--- config.mk ---
export PLATFORM = sky130hd
export DESIGN_NAME = sine_dds_sample_gen
export DESIGN_NICKNAME = d
export VERILOG_FILES = /design/src/rtl/sine_dds_pkg.sv /design/src/rtl/sine_quarter_lut.sv /design/src/rtl/sine_dds_sample_gen.sv
export SDC_FILE = /design/constraint.sdc
export NUM_CORES = 1
export LEC_CHECK = 0
export BUFFER_PORTS_ARGS = -buffer_cell sky130_fd_sc_hd__buf_2
export CAP_MARGIN = 15
export CORE_MARGIN = 2
export CORE_UTILIZATION = 40
export DETAILED_ROUTE_END_ITERATION = 16
export PLACE_DENSITY = 0.64
export SKIP_LAST_GASP = 1
export SLEW_MARGIN = 20
export SYNTH_ARGS = -nofsm -noshare
export SYNTH_HDL_FRONTEND = slang
export SYNTH_SLANG_ARGS = --single-unit
--- constraint.sdc ---
create_clock -name CLK -period 4.9 [get_ports CLK]
set_clock_uncertainty 0.2 [all_clocks]
set_input_delay 0 -clock CLK [delete_from_list [all_inputs] [get_ports CLK]]
set_output_delay 0 -clock CLK [all_outputs]
set_load 0.02 [all_outputs]
--- src/rtl/sine_dds_pkg.sv ---
// Shared constants for the sine DDS sample generator: quarter-wave table and
// offset-binary midpoints.
package sine_dds_pkg;

  localparam int LUT_AW_P  = 6;
  localparam int LUT_DEPTH = 1 << LUT_AW_P;
  localparam int LUT_DW    = 7;

  localparam logic [7:0] D_POS_BASE = 8'h80;
  localparam logic [7:0] D_NEG_BASE = 8'h7F;

  // round(127 * sin((i + 0.5) * pi / 128)); the half-step keeps the mirror exact
  localparam logic [LUT_DW-1:0] QSINE_LUT [LUT_DEPTH] = '{
    7'd2,   7'd5,   7'd8,   7'd11,  7'd14,  7'd17,  7'd20,  7'd23,
    7'd26,  7'd29,  7'd32,  7'd35,  7'd38,  7'd41,  7'd44,  7'd47,
    7'd50,  7'd53,  7'd56,  7'd58,  7'd61,  7'd64,  7'd67,  7'd69,
    7'd72,  7'd74,  7'd77,  7'd79,  7'd82,  7'd84,  7'd86,  7'd89,
    7'd91,  7'd93,  7'd95,  7'd97,  7'd99,  7'd101, 7'd103, 7'd105,
    7'd106, 7'd108, 7'd110, 7'd111, 7'd113, 7'd114, 7'd115, 7'd117,
    7'd118, 7'd119, 7'd120, 7'd121, 7'd122, 7'd123, 7'd124, 7'd124,
    7'd125, 7'd125, 7'd126, 7'd126, 7'd127, 7'd127, 7'd127, 7'd127
  };

endpackage

--- src/rtl/sine_quarter_lut.sv ---
// Quarter-wave sine ROM with a registered read (one cycle of latency).
module sine_quarter_lut
  import sine_dds_pkg::*;
#(
  parameter int LUT_AW = LUT_AW_P
) (
  input  logic              clk,
  input  logic              rst_n,
  input  logic [LUT_AW-1:0] idx,
  output logic [LUT_DW-1:0] a
);

  logic [LUT_DW-1:0] a_q, a_d;

  always_comb begin
    a_d = QSINE_LUT[idx];
  end

  always_ff @(posedge clk) begin
    if (!rst_n) a_q <= '0;
    else        a_q <= a_d;
  end

  assign a = a_q;

endmodule

--- src/rtl/sine_dds_sample_gen.sv ---
// DDS sample source feeding an 8-bit PWM; D only changes on PWM period wraps.
// Optional PHASE_WRAP trigger output enabled by defining SINE_DDS_PHASE_WRAP_EN.
module sine_dds_sample_gen
  import sine_dds_pkg::*;
#(
  parameter int PHASE_W    = 16,
  parameter int LUT_AW     = 6,
  parameter int PWM_PERIOD = 256
) (
  input  logic               CLK,
  input  logic               RST_N,
  input  logic               EN,
  input  logic [PHASE_W-1:0] FREQ_WORD,
  output logic [7:0]         D,
  output logic               CE,
  output logic               SAMPLE_STB
`ifdef SINE_DDS_PHASE_WRAP_EN
  ,
  output logic               PHASE_WRAP
`endif
);

  localparam int               CNT_W    = $clog2(PWM_PERIOD);
  localparam logic [CNT_W-1:0] CNT_LAST = CNT_W'(PWM_PERIOD - 1);

  logic               ce_q, ce_d;
  logic               stb_q, stb_d;
  logic [CNT_W-1:0]   cnt_q, cnt_d;
  logic [PHASE_W-1:0] phase_q, phase_d;
  logic [7:0]         d_q, d_d;
  logic [1:0]         quad1_q, quad1_d;
  logic [LUT_AW-1:0]  idx1_q, idx1_d;
  logic [1:0]         quad2_q, quad2_d;
  logic [LUT_DW-1:0]  amp;
  logic [7:0]         d_next_q, d_next_d;
  logic               wrap;
`ifdef SINE_DDS_PHASE_WRAP_EN
  logic               pwrap_q, pwrap_d;
`endif

  assign wrap = ce_q && (cnt_q == CNT_LAST);

  // Period counter, phase accumulator and output word
  always_comb begin
    ce_d    = EN;
    stb_d   = wrap;
    cnt_d   = cnt_q;
    phase_d = phase_q;
    d_d     = d_q;
`ifdef SINE_DDS_PHASE_WRAP_EN
    pwrap_d = 1'b0;
`endif
    if (ce_q) cnt_d = wrap ? '0 : cnt_q + 1'b1;
    if (wrap) begin
      d_d = d_next_q;
`ifdef SINE_DDS_PHASE_WRAP_EN
      {pwrap_d, phase_d} = {1'b0, phase_q} + {1'b0, FREQ_WORD};
`else
      phase_d = phase_q + FREQ_WORD;
`endif
    end
  end

  // Free-running sample pipeline; settles 3 cycles after phase moves
  always_comb begin
    quad1_d  = phase_q[PHASE_W-1 -: 2];
    idx1_d   = phase_q[PHASE_W-3 -: LUT_AW] ^ {LUT_AW{quad1_d[0]}};
    quad2_d  = quad1_q;
    d_next_d = quad2_q[1] ? (D_NEG_BASE - {1'b0, amp})
                          : (D_POS_BASE + {1'b0, amp});
  end

  sine_quarter_lut #(.LUT_AW(LUT_AW)) u_lut (
    .clk   (CLK),
    .rst_n (RST_N),
    .idx   (idx1_q),
    .a     (amp)
  );

  always_ff @(posedge CLK) begin
    if (!RST_N) begin
      ce_q     <= 1'b0;
      stb_q    <= 1'b0;
      cnt_q    <= '0;
      phase_q  <= '0;
      d_q      <= D_POS_BASE;
      quad1_q  <= '0;
      idx1_q   <= '0;
      quad2_q  <= '0;
      d_next_q <= D_POS_BASE;
    end else begin
      ce_q     <= ce_d;
      stb_q    <= stb_d;
      cnt_q    <= cnt_d;
      phase_q  <= phase_d;
      d_q      <= d_d;
      quad1_q  <= quad1_d;
      idx1_q   <= idx1_d;
      quad2_q  <= quad2_d;
      d_next_q <= d_next_d;
    end
  end

`ifdef SINE_DDS_PHASE_WRAP_EN
  always_ff @(posedge CLK) begin
    if (!RST_N) pwrap_q <= 1'b0;
    else        pwrap_q <= pwrap_d;
  end

  assign PHASE_WRAP = pwrap_q;
`endif

  assign D          = d_q;
  assign CE         = ce_q;
  assign SAMPLE_STB = stb_q;

endmodule
# After elaboration in Yosys (flattened, before gate mapping)
# Memory sizes are Yosys's and may differ from the RTL's. A register that Yosys moved wholly into a read port is not among the register bits.
# Cells that the tools add are included.
# word_totals
ff_bits	52
latch_bits	0
ram_bits	0
mem_bits_ro	448
output_inout_bits	10
wordCells	21
memories	1
# memory_table
name	words	width	rd	rd_ports_with_merged_regs	wr	line	text
(name not given)	64	7	1	1	0	sine_quarter_lut.sv:16	a_d = QSINE_LUT[idx];
# op_classes
n_addsub	4
multipliers	0
n_div	0
n_lt_le_gt_ge	0
eq_ne	1
shifts	0
muxes	2
bitwise	2
reduce_logical	2
# ops
operator	n
16-bit adder	1
8-bit 2-to-1 mux	2
8-bit by 1-bit adder with 8-bit output, second input constant	1
8-bit by 7-bit adder with 8-bit output, first input constant	1
8-bit == test, second input constant	1
7-bit by 7-bit subtractor with 8-bit output, first input constant	1
6-bit inverter with 7-bit output	1
6-bit XOR	1
1-bit logical AND	1
1-bit zero test	1

# Logic depth before layout (Yosys ltp)
# Gate-level depths: netlist of run 1.
# depth
ltp_word	3
depth_mapped	8
ltp_nobuf	8

# By module
# From an unflattened synthesis of run 1, not the netlist that was laid out.
# hier_totals
cells_unflattened	396
area_unflattened_um2	3325.7
# modules_own_cells
module	instances	cells_per_inst	area_per_inst_um2	seq_area_each_um2
sine_dds_sample_gen	1	295	2529.9	1001.0
sine_quarter_lut	1	101	795.8	140.1

# Worst setup path after synthesis of run 1
# Ideal clock, no wire load.
# synth_path
path_type	register to register
start	reg phase_q[4]
end	reg phase_q[15]
arrival_ps	1952
setup_slack_ps	2625
stages_incl_launch_ff	8
path_buffers	0
synth_period_minus_slack_ps	2275
cell_sequence	dfxtp_1 -> ha_1 -> nand2_2 -> o31ai_4 -> a21oi_2 -> o41ai_4 -> mux2i_1 -> mux2_1
# synth_between
elab_chain_len	1
# synth_lines
item	line	text
from (decl)	sine_dds_sample_gen.sv:29	logic [PHASE_W-1:0] phase_q, phase_d;
from (signal assigned)	sine_dds_sample_gen.sv:95	phase_q <= phase_d;
16-bit adder	sine_dds_sample_gen.sv:59	phase_d = phase_q + FREQ_WORD;
# Every way passes these cells.
# A chain may end at the register's enable or synchronous reset.

# Final worst setup path of run 1
# layout_path
start	reg cnt_q[0]
end	reg phase_q[15]
# layout_between
elab_chain_len	2
# layout_lines
item	line	text
from (decl)	sine_dds_sample_gen.sv:28	logic [CNT_W-1:0] cnt_q, cnt_d;
from (signal assigned)	sine_dds_sample_gen.sv:94	cnt_q <= cnt_d;
8-bit == test	sine_dds_sample_gen.sv:41	assign wrap = ce_q && (cnt_q == CNT_LAST);
1-bit logical AND	sine_dds_sample_gen.sv:41	
# Every way passes these cells.

==> results of run 1 <==
[area by class of cell]
| class | count | share of cell area [%] |
|---|---|---|
| multi-input cells | 289 | 53.1 |
| flip-flops and latches | 57 | 30.5 |
| repair buffers | 36 | 5.82 |
| well taps | 102 | 3.41 |
| clock buffers | 9 | 3.31 |
| clock inverters | 7 | 2.74 |
| inverters | 11 | 1.10 |
[per-stage QoR]
stage,instances,hold slack [ps],utilization (%)
3_5_place_dp,488,11.7,44.1
2_1_floorplan,379,-72.7,-
6_report,511,17.5,47.9
5_1_grt,511,54.1,47.9
3_3_place_gp,488,15.0,44.1
4_1_cts,511,5.46,47.9
[routing by layer]
layer / vias up / GRT usage (%) / share of wire, %
li1: 1387 / - / -
met4: 0 / 5.43 / 0.65
met5: - / 0 / 0
met3: 4 / 3.37 / 2.9
met2: 40 / 24.9 / 46
met1: 1191 / 20.7 / 50
[how the worst min path moves through the flow]
stage	from	slack, ps	endpoint	cells past startpoint
after floorplan	EN	-70	CE	1
after global placement	EN	20	CE	2
after detailed placement	EN	10	CE	2
after CTS	FREQ_WORD[6]	5	phase_q[7]	4
after global routing	FREQ_WORD[10]	50	phase_q[10]	4
final	FREQ_WORD[10]	20	phase_q[10]	4
[placed cells by master (no fill, tap or decap), types with 3 or more instances in the layout]
master         count
a21boi_0          14
nor2b_1            6
and3_1             3
nor2_1            19
a211oi_1           5
nand2_1           50
o21ai_0           21
a31oi_1            6
nand4_1            4
dlygate4sd3_1      7
nand2b_1           4
xor2_1            19
dfxtp_1           57
nand3_1           12
mux2i_1            4
ha_1              24
buf_2             28
a21oi_1           22
and2_1            22
xnor2_1           10
a21o_1             4
clkbuf_8           9
inv_1             10
o21a_1             3
[critical path, cell delays in order (launching register included)]
cell      delay [ps]
dfxtp_1          380
ha_1             180
and3_1           240
and3_1           750
nand2b_1         120
mux2i_1          190
mux2_1           340
[cells by family (layout without fill, tap and decap cells)]
kind of cell	after synthesis	after routing	share of synthesized area, %
flops	57	57	35.0
buf+inv	33	63	4.07
simple gates	130	130	19.5
fa+ha+maj	25	25	9.82
xor+xnor	29	29	7.79
mux	7	7	2.95
compound gates	98	98	20.9
[state kept, by name, summed over array words and instances, names as in the netlist, 6 cells and up]
signal	flops
D	8
cnt_q	8
d_next_q	8
idx1_q	6
phase_q	16
u_lut.a	7
[where the power goes]
part | internal, uW | switching (uW) | total, uW | leakage (uW)
Combinational | 22.4 | 26.4 | 48.9 | 0.00106
Sequential | 465 | 1.86 | 467 | 0.000460
Clock | 291 | 201 | 492 | 0.000110
==> flow_summary.ini, run 1 <==
[synthesis]
synthTopCellsByArea = dfxtp_1 35%, ha_1 9.2%, nand2_1 5.8%
synth_most_common_cell = dfxtp_1
syn_area_mm2 = 0.00326
synthCells = 379
synth_common_cells = 57 x dfxtp_1, 50 x nand2_1, 24 x ha_1
ys_ff_latch = 57
syn_avg_cell_area_um2 = 8.61
yosys_warnings = 0
netlist.top_cell.by_area = dfxtp_1
synth_edf_count = 0
ys_async_sr_fraction_pct = 0
yosysUniqueCellTypes = 55
synth_nets = 423
ys_seq_area_share_pct = 35.0
yosysTopAreaCellShare_pct = 35.0
synth_ff_type = dfxtp_1

[job]
drv_cap = 0

[setup_path]
reg2reg_from = cnt_q[0]
critPathCaptureType = register
path_max_fanout = 23
crit_path_end = phase_q[15]
critPathKind = register to register
start_kind = register
worstReg2RegEnd = phase_q[15]
r2r_slack_ps = 2390
startpoint = cnt_q[0]
ff2ff_path_depth = 6
cp.required_ps = 4910
cp.arrival_ps = 2510

[die]
die_h_um = 94.3
row_count = 32
io-pin-count = 29
die_x_um = 94.3
start_util_pct = 41.8
core_area_mm2 = 0.00781
die_area_mm2 = 0.00889

[clock_tree]
cts_resized = 0
cts_tree = yes
htreeDepth = 3
cts_root_buffer = clkbuf_8
clk_path_buf_depth = 2
holdBufCountCts = 7
post_cts_buffers = 0
cts_buffers = 9
clock_latency_ps = 330
clock-sinks = 57
clk_pin_slew_ps = 70

[global_route]
overflow = 0
grt_start_max_net_pins = 60
grt_pass1_vias = 2402
antenna_found_initial = 0
grt_pass1_wl_um = 11000
grt_util_all_layers_pct = 15.5

[layout]
nets = 448
nFillCells = 761
multiInputGateArea_mm2 = 0.00199
final_layout_size_suffix_gt1_share_pct = 12.7
syn_to_final_growth_pct = 14.7
register_area_mm2 = 0.00114
stdcell_area_mm2 = 0.00374
diodes = 0

[place]
pre_cts_slack_ps = 2390
portBuffers = 28
hpwlAfterDp_um = 4450
postPlaceCellArea_mm2 = 0.00345
place_congestion = 0.805

[worst_hold_path]
hold_path_class = primary input to register

[sta]
rsz0062_at_grt = no
max_freq_mhz = 399
setup_ws_ps = 2390
finalSetupViolCount = 0
tightest_slew_ps = 885
fin_crit_ps = 2510
tns_ps = 0
relSlewSlack_pct = 41.0
finalMaxSlewViolations = 0
hold_viol = 0
finalCritPeriodShare_pct = 51.2

[status]
status = complete, no violations

[detailed_routing]
wirelength_um = 6480
initialDrtViolationCount = 141
wl_per_cell_um = 12.7
drc = 0
first_pass_iters = 4
via_count = 2622
ant_nets = 0
vias_per_cell = 5.13

[pwr]
power.leakage_uw = 0.00163
peakVddDrop_mv = 0.170
total_power_uw = 1010
power_density_mw_per_mm2 = 269
Note: power is estimated with default switching activity, not from simulation.
==> inputs of run 2 (changes only) <==
==> constraint.sdc (replaced) <==
create_clock -name CLK -period 2.5 [get_ports CLK]
set_clock_uncertainty 0.2 [all_clocks]
set_input_delay 0 -clock CLK [delete_from_list [all_inputs] [get_ports CLK]]
set_output_delay 0 -clock CLK [all_outputs]
set_load 0.02 [all_outputs]
==> flow_summary.ini, run 2 (same netlist as run 1, synthesis figures left out) <==
[status]
status = complete, no violations

[global_route]
grt_start_max_net_pins = 60
overflow = 0
antenna_found_initial = 0
grt_util_all_layers_pct = 16.5
grt_pass1_wl_um = 11500
grt_pass1_vias = 2497

[pwr]
swShare_pct = 23.5
p_int_uw = 1530
power_density_mw_per_mm2 = 514
clockPowerShare_pct = 49.1
seqPwrFrac_pct = 45.8
peakVddDrop_mv = 0.284
pwr-share-comb_pct = 5.1
p_switching_uw = 470
power.leakage_uw = 0.00169

[detailed_routing]
wl_per_cell_um = 12.9
vias_per_cell = 5.15
first_pass_iters = 5
drc = 0
via_count = 2704
initialDrtViolationCount = 224
wirelength_um = 6800
ant_nets = 0

[clock_tree]
clock_latency_ps = 340
clock-sinks = 57
clk_pin_slew_ps = 80
clk_path_buf_depth = 2
cts_root_buffer = clkbuf_8
cts_tree = yes
cts_buffers = 9
htreeDepth = 3

[layout]
diodes = 0
stdcell_area_mm2 = 0.00389
largest-register = phase_q
nFillCells = 761
finish.utilization_pct = 49.8
syn_to_final_growth_pct = 19.3
largest_register_ffs = 16
final_layout_size_suffix_gt1_share_pct = 16.1
multiInputGateArea_mm2 = 0.00203
final_cell_mix = 57 x dfxtp_1, 50 x nand2_1, 28 x buf_2
register_area_mm2 = 0.00114
layout_commonest_cell = dfxtp_1
nets = 462

[sta]
finalCritPeriodShare_pct = 95.1
hold_viol = 0
max_freq_mhz = 420
setup_ws_ps = 121
holdWs_ps = 20.6
relSlewSlack_pct = 40.8
finalSetupViolCount = 0
finalMaxSlewViolations = 0
fin_crit_ps = 2380
tightest_slew_ps = 888

[worst_hold_path]
hold_path_class = primary input to register

[die]
die_h_um = 94.3
start_util_pct = 41.8
io-pin-count = 29
row_count = 32
die_x_um = 94.3
core_area_mm2 = 0.00781
die_area_mm2 = 0.00889

[place]
hpwlAfterDp_um = 4650
place_congestion = 0.865
pre_cts_slack_ps = 74.6
postPlaceCellArea_mm2 = 0.00351
portBuffers = 28

[setup_path]
reg2reg_from = phase_q[3]
cp.required_ps = 2530
path_max_fanout = 4
critPathCaptureType = register
slowest_stage = ha_1
slowest_delay_ps = 330
r2r_slack_ps = 120
worstReg2RegEnd = phase_q[15]
critPathKind = register to register
crit_chain = ha_1, nand2_2, o31ai_4, a21oi_2, o41ai_4, mux2i_1, mux2_1
crit_path_end = phase_q[15]
start_kind = register
ff2ff_path_depth = 7
startpoint = phase_q[3]
cp.arrival_ps = 2410

[job]
drv_cap = 0
==> run 2: changes by cell type in the layout (fill, tap and decap cells not counted), sizes merged <==
cell,previous run,this run
buf,29,40
clkinv,3,2
clkinvlp,1,2
dlygate4sd3,7,10
==> run 2: area by class of cell <==
class	count	share of cell area (%)
clock buffer	9	3.18
sequential	57	29.3
clock inverter	7	2.60
inverter	11	1.06
multi-input combinational	289	52.1
timing repair buffer	50	8.49
tap	102	3.28
==> run 2: worst min path at each step <==
stage,from,to,cells after the start
final,FREQ_WORD[12],phase_q[13],4
after global routing,FREQ_WORD[12],phase_q[13],4
after CTS,FREQ_WORD[12],phase_q[13],4
after detailed placement,EN,CE,2
after global placement,EN,CE,2
after floorplan,EN,CE,1
==> run 2: per-layer routing <==
metal / vias up / GRT usage [%] / wire length [um]
met5: - / 0 / 0
met4: 0 / 5.56 / 85
met3: 6 / 5.62 / 233
met2: 43 / 26.0 / 3150
met1: 1248 / 21.2 / 3330
li1: 1407 / - / -
==> run 2: stage by stage <==
step           setup TNS (ps)  power [uW]  instances
2_1_floorplan               0         997        379
3_3_place_gp                0        1020        497
3_5_place_dp                0        1020        497
4_1_cts                     0        2030        522
5_1_grt                 -7.10        2100        525
6_report                    0        2000        525
==> run 2: what timing repair did <==
item / 4_1_cts / 5_1_grt
endpoints found under the setup margin: 0 / 4
resized for setup: 0 / 5
endpoints found under the hold margin: 8 / 1
hold buffers: 9 / 1
buffers inserted: 0 / 2
==> run 2: power groups by stage <==
stage                     combinational [uW]  clock (uW)  sequential (uW)
final                                    102         981              916
after CTS                               98.3        1020              915
after detailed placement                86.8           0              937
after floorplan                         59.8           0              937
after global routing                     113        1070              916
after global placement                  85.4           0              936
==> run 2: worst max-delay path: cells and delay by family, from the launching register on <==
kind	cells	cell delay, ps
and+or+nand+nor	1	90
adders and majority gates	1	330
DFF	1	320
muxes	2	560
AOI/OAI and AO/OA	3	760
==> inputs of run 3 (changes only) <==
--- a/config.mk
+++ b/config.mk
@@ -7,10 +7,11 @@
 export LEC_CHECK = 0
 export BUFFER_PORTS_ARGS = -buffer_cell sky130_fd_sc_hd__buf_2
 export CAP_MARGIN = 15
+export CORE_ASPECT_RATIO = 0.5
 export CORE_MARGIN = 2
-export CORE_UTILIZATION = 40
+export CORE_UTILIZATION = 45
 export DETAILED_ROUTE_END_ITERATION = 16
-export PLACE_DENSITY = 0.64
+export PLACE_DENSITY = 0.7
 export SKIP_LAST_GASP = 1
 export SLEW_MARGIN = 20
 export SYNTH_ARGS = -nofsm -noshare
==> flow_summary.ini, run 3 (same netlist as run 1, synthesis figures left out) <==
[global_route]
grt_util_all_layers_pct = 18.3
antenna_found_initial = 0
overflow = 0
grt_start_max_net_pins = 60
grt_pass1_wl_um = 11900
grt_pass1_vias = 2558

[worst_hold_path]
hp-start = FREQ_WORD[4]
min_to = phase_q[4]
min_path_cells = 5
hold_path_class = primary input to register

[detailed_routing]
first_pass_iters = 4
wl_per_cell_um = 13.1
drc = 0
ant_nets = 0
vias_per_cell = 5.26
via_count = 2688
wirelength_um = 6710
initialDrtViolationCount = 182

[die]
die_h_um = 64.2
row_count = 21
core_area_mm2 = 0.00686
start_util_pct = 47.6
io-pin-count = 29
die_area_mm2 = 0.00799
die_x_um = 124

[place]
placed_cells_incl_taps = 490
portBuffers = 28
hpwlAfterDp_um = 4840
pre_cts_slack_ps = 134
place_congestion = 0.831

[clock_tree]
clock_latency_ps = 320
htreeDepth = 3
clock-sinks = 57
cts_root_buffer = clkbuf_16
cts_buffers = 9
clk_path_buf_depth = 2
clk_pin_slew_ps = 50
cts_tree = yes

[setup_path]
r2r_slack_ps = 140
ff2ff_path_depth = 7
path_max_fanout = 4
critPathCaptureType = register
start_kind = primary input
cp.arrival_ps = 2370
reg2reg_from = phase_q[2]
worstReg2RegEnd = phase_q[15]
cp.required_ps = 2500
critPathKind = primary input to register

[layout]
finish.utilization_pct = 56.6
final_cell_mix = 57 x dfxtp_1, 50 x nand2_1, 28 x buf_2
syn_to_final_growth_pct = 18.9
layout_commonest_cell = dfxtp_1
final_layout_size_suffix_gt1_share_pct = 15.5
largest_register_ffs = 16
diodes = 0
nets = 458
nFillCells = 600
largest-register = phase_q
final_cell_count_no_fill = 511

[pwr]
peakVddDrop_mv = 0.399
power_density_mw_per_mm2 = 571
power.leakage_uw = 0.00171

[sta]
setup_ws_ps = 132
fin_crit_ps = 2370
finalCritPeriodShare_pct = 94.7
max_freq_mhz = 422
tns_ps = 0
tightest_slew_ps = 864
holdWs_ps = 19.2
hold_viol = 0
finalSetupViolCount = 0
finalMaxSlewViolations = 0
relSlewSlack_pct = 42.4

[status]
status = complete, no violations

[job]
drv_cap = 0
-- run 3: power breakdown --
part	internal [uW]	total (uW)	switching (uW)	leakage [uW]
sequential	914	918	3.73	0.000460
clock	793	1200	410	0.000142
combinational	43.4	95.2	51.7	0.00111
total	1750	2220	466	0.00171
-- run 3: worst max-delay path, stage by stage --
cell and delay, ps:
dlygate4sd3_1 530, buf_2 120, ha_1 230, fa_1 430, a21oi_2 200, o211ai_1 200, a41o_1 280, a21o_1 180
xnor2_1 120, o21ai_0 80
-- run 3: area by class of cell --
cell class	instances	area (um2)	share of cell area [%]
Clock buffer	11	243	6.26
Clock inverter	5	55.1	1.42
Inverter	11	41.3	1.06
Multi-Input combinational cell	289	2000	51.5
Sequential cell	57	1140	29.4
Tap cell	92	115	2.97
Timing Repair Buffer	46	288	7.42
-- run 3: stage by stage --
step / area (um2) / total power [uW]
4_1_cts: 3870 / 2230
3_5_place_dp: 3520 / 1020
5_1_grt: 3880 / 2290
6_report: 3880 / 2220
3_3_place_gp: 3520 / 1030
2_1_floorplan: 3260 / 997
-- run 3: per-layer routing --
metal / GRT usage, % / up-vias / share of wire [%]
li1: - / 1396 / -
met1: 25.6 / 1245 / 54
met2: 27.5 / 36 / 41
met3: 4.69 / 11 / 3.5
met4: 6.32 / 0 / 1.4
met5: 0 / - / 0
-- run 3: how the worst max path moves through the flow --
| stage | start | endpoint |
|---|---|---|
| 2_1_floorplan | phase_q[4] | phase_q[15] |
| 3_3_place_gp | phase_q[8] | phase_q[15] |
| 3_5_place_dp | phase_q[4] | phase_q[15] |
| 4_1_cts | FREQ_WORD[0] | phase_q[10] |
| 5_1_grt | FREQ_WORD[0] | phase_q[10] |
| 6_report | FREQ_WORD[0] | phase_q[10] |
-- run 3: what timing repair did --
| item | 4_1_cts | 5_1_grt |
|---|---|---|
| buffers inserted | 0 | 0 |
| hold endpoints to repair | 5 | 0 |
| hold buffers | 5 | 0 |
| resized for setup | 0 | 2 |
| endpoints found under the setup margin | 0 | 4 |
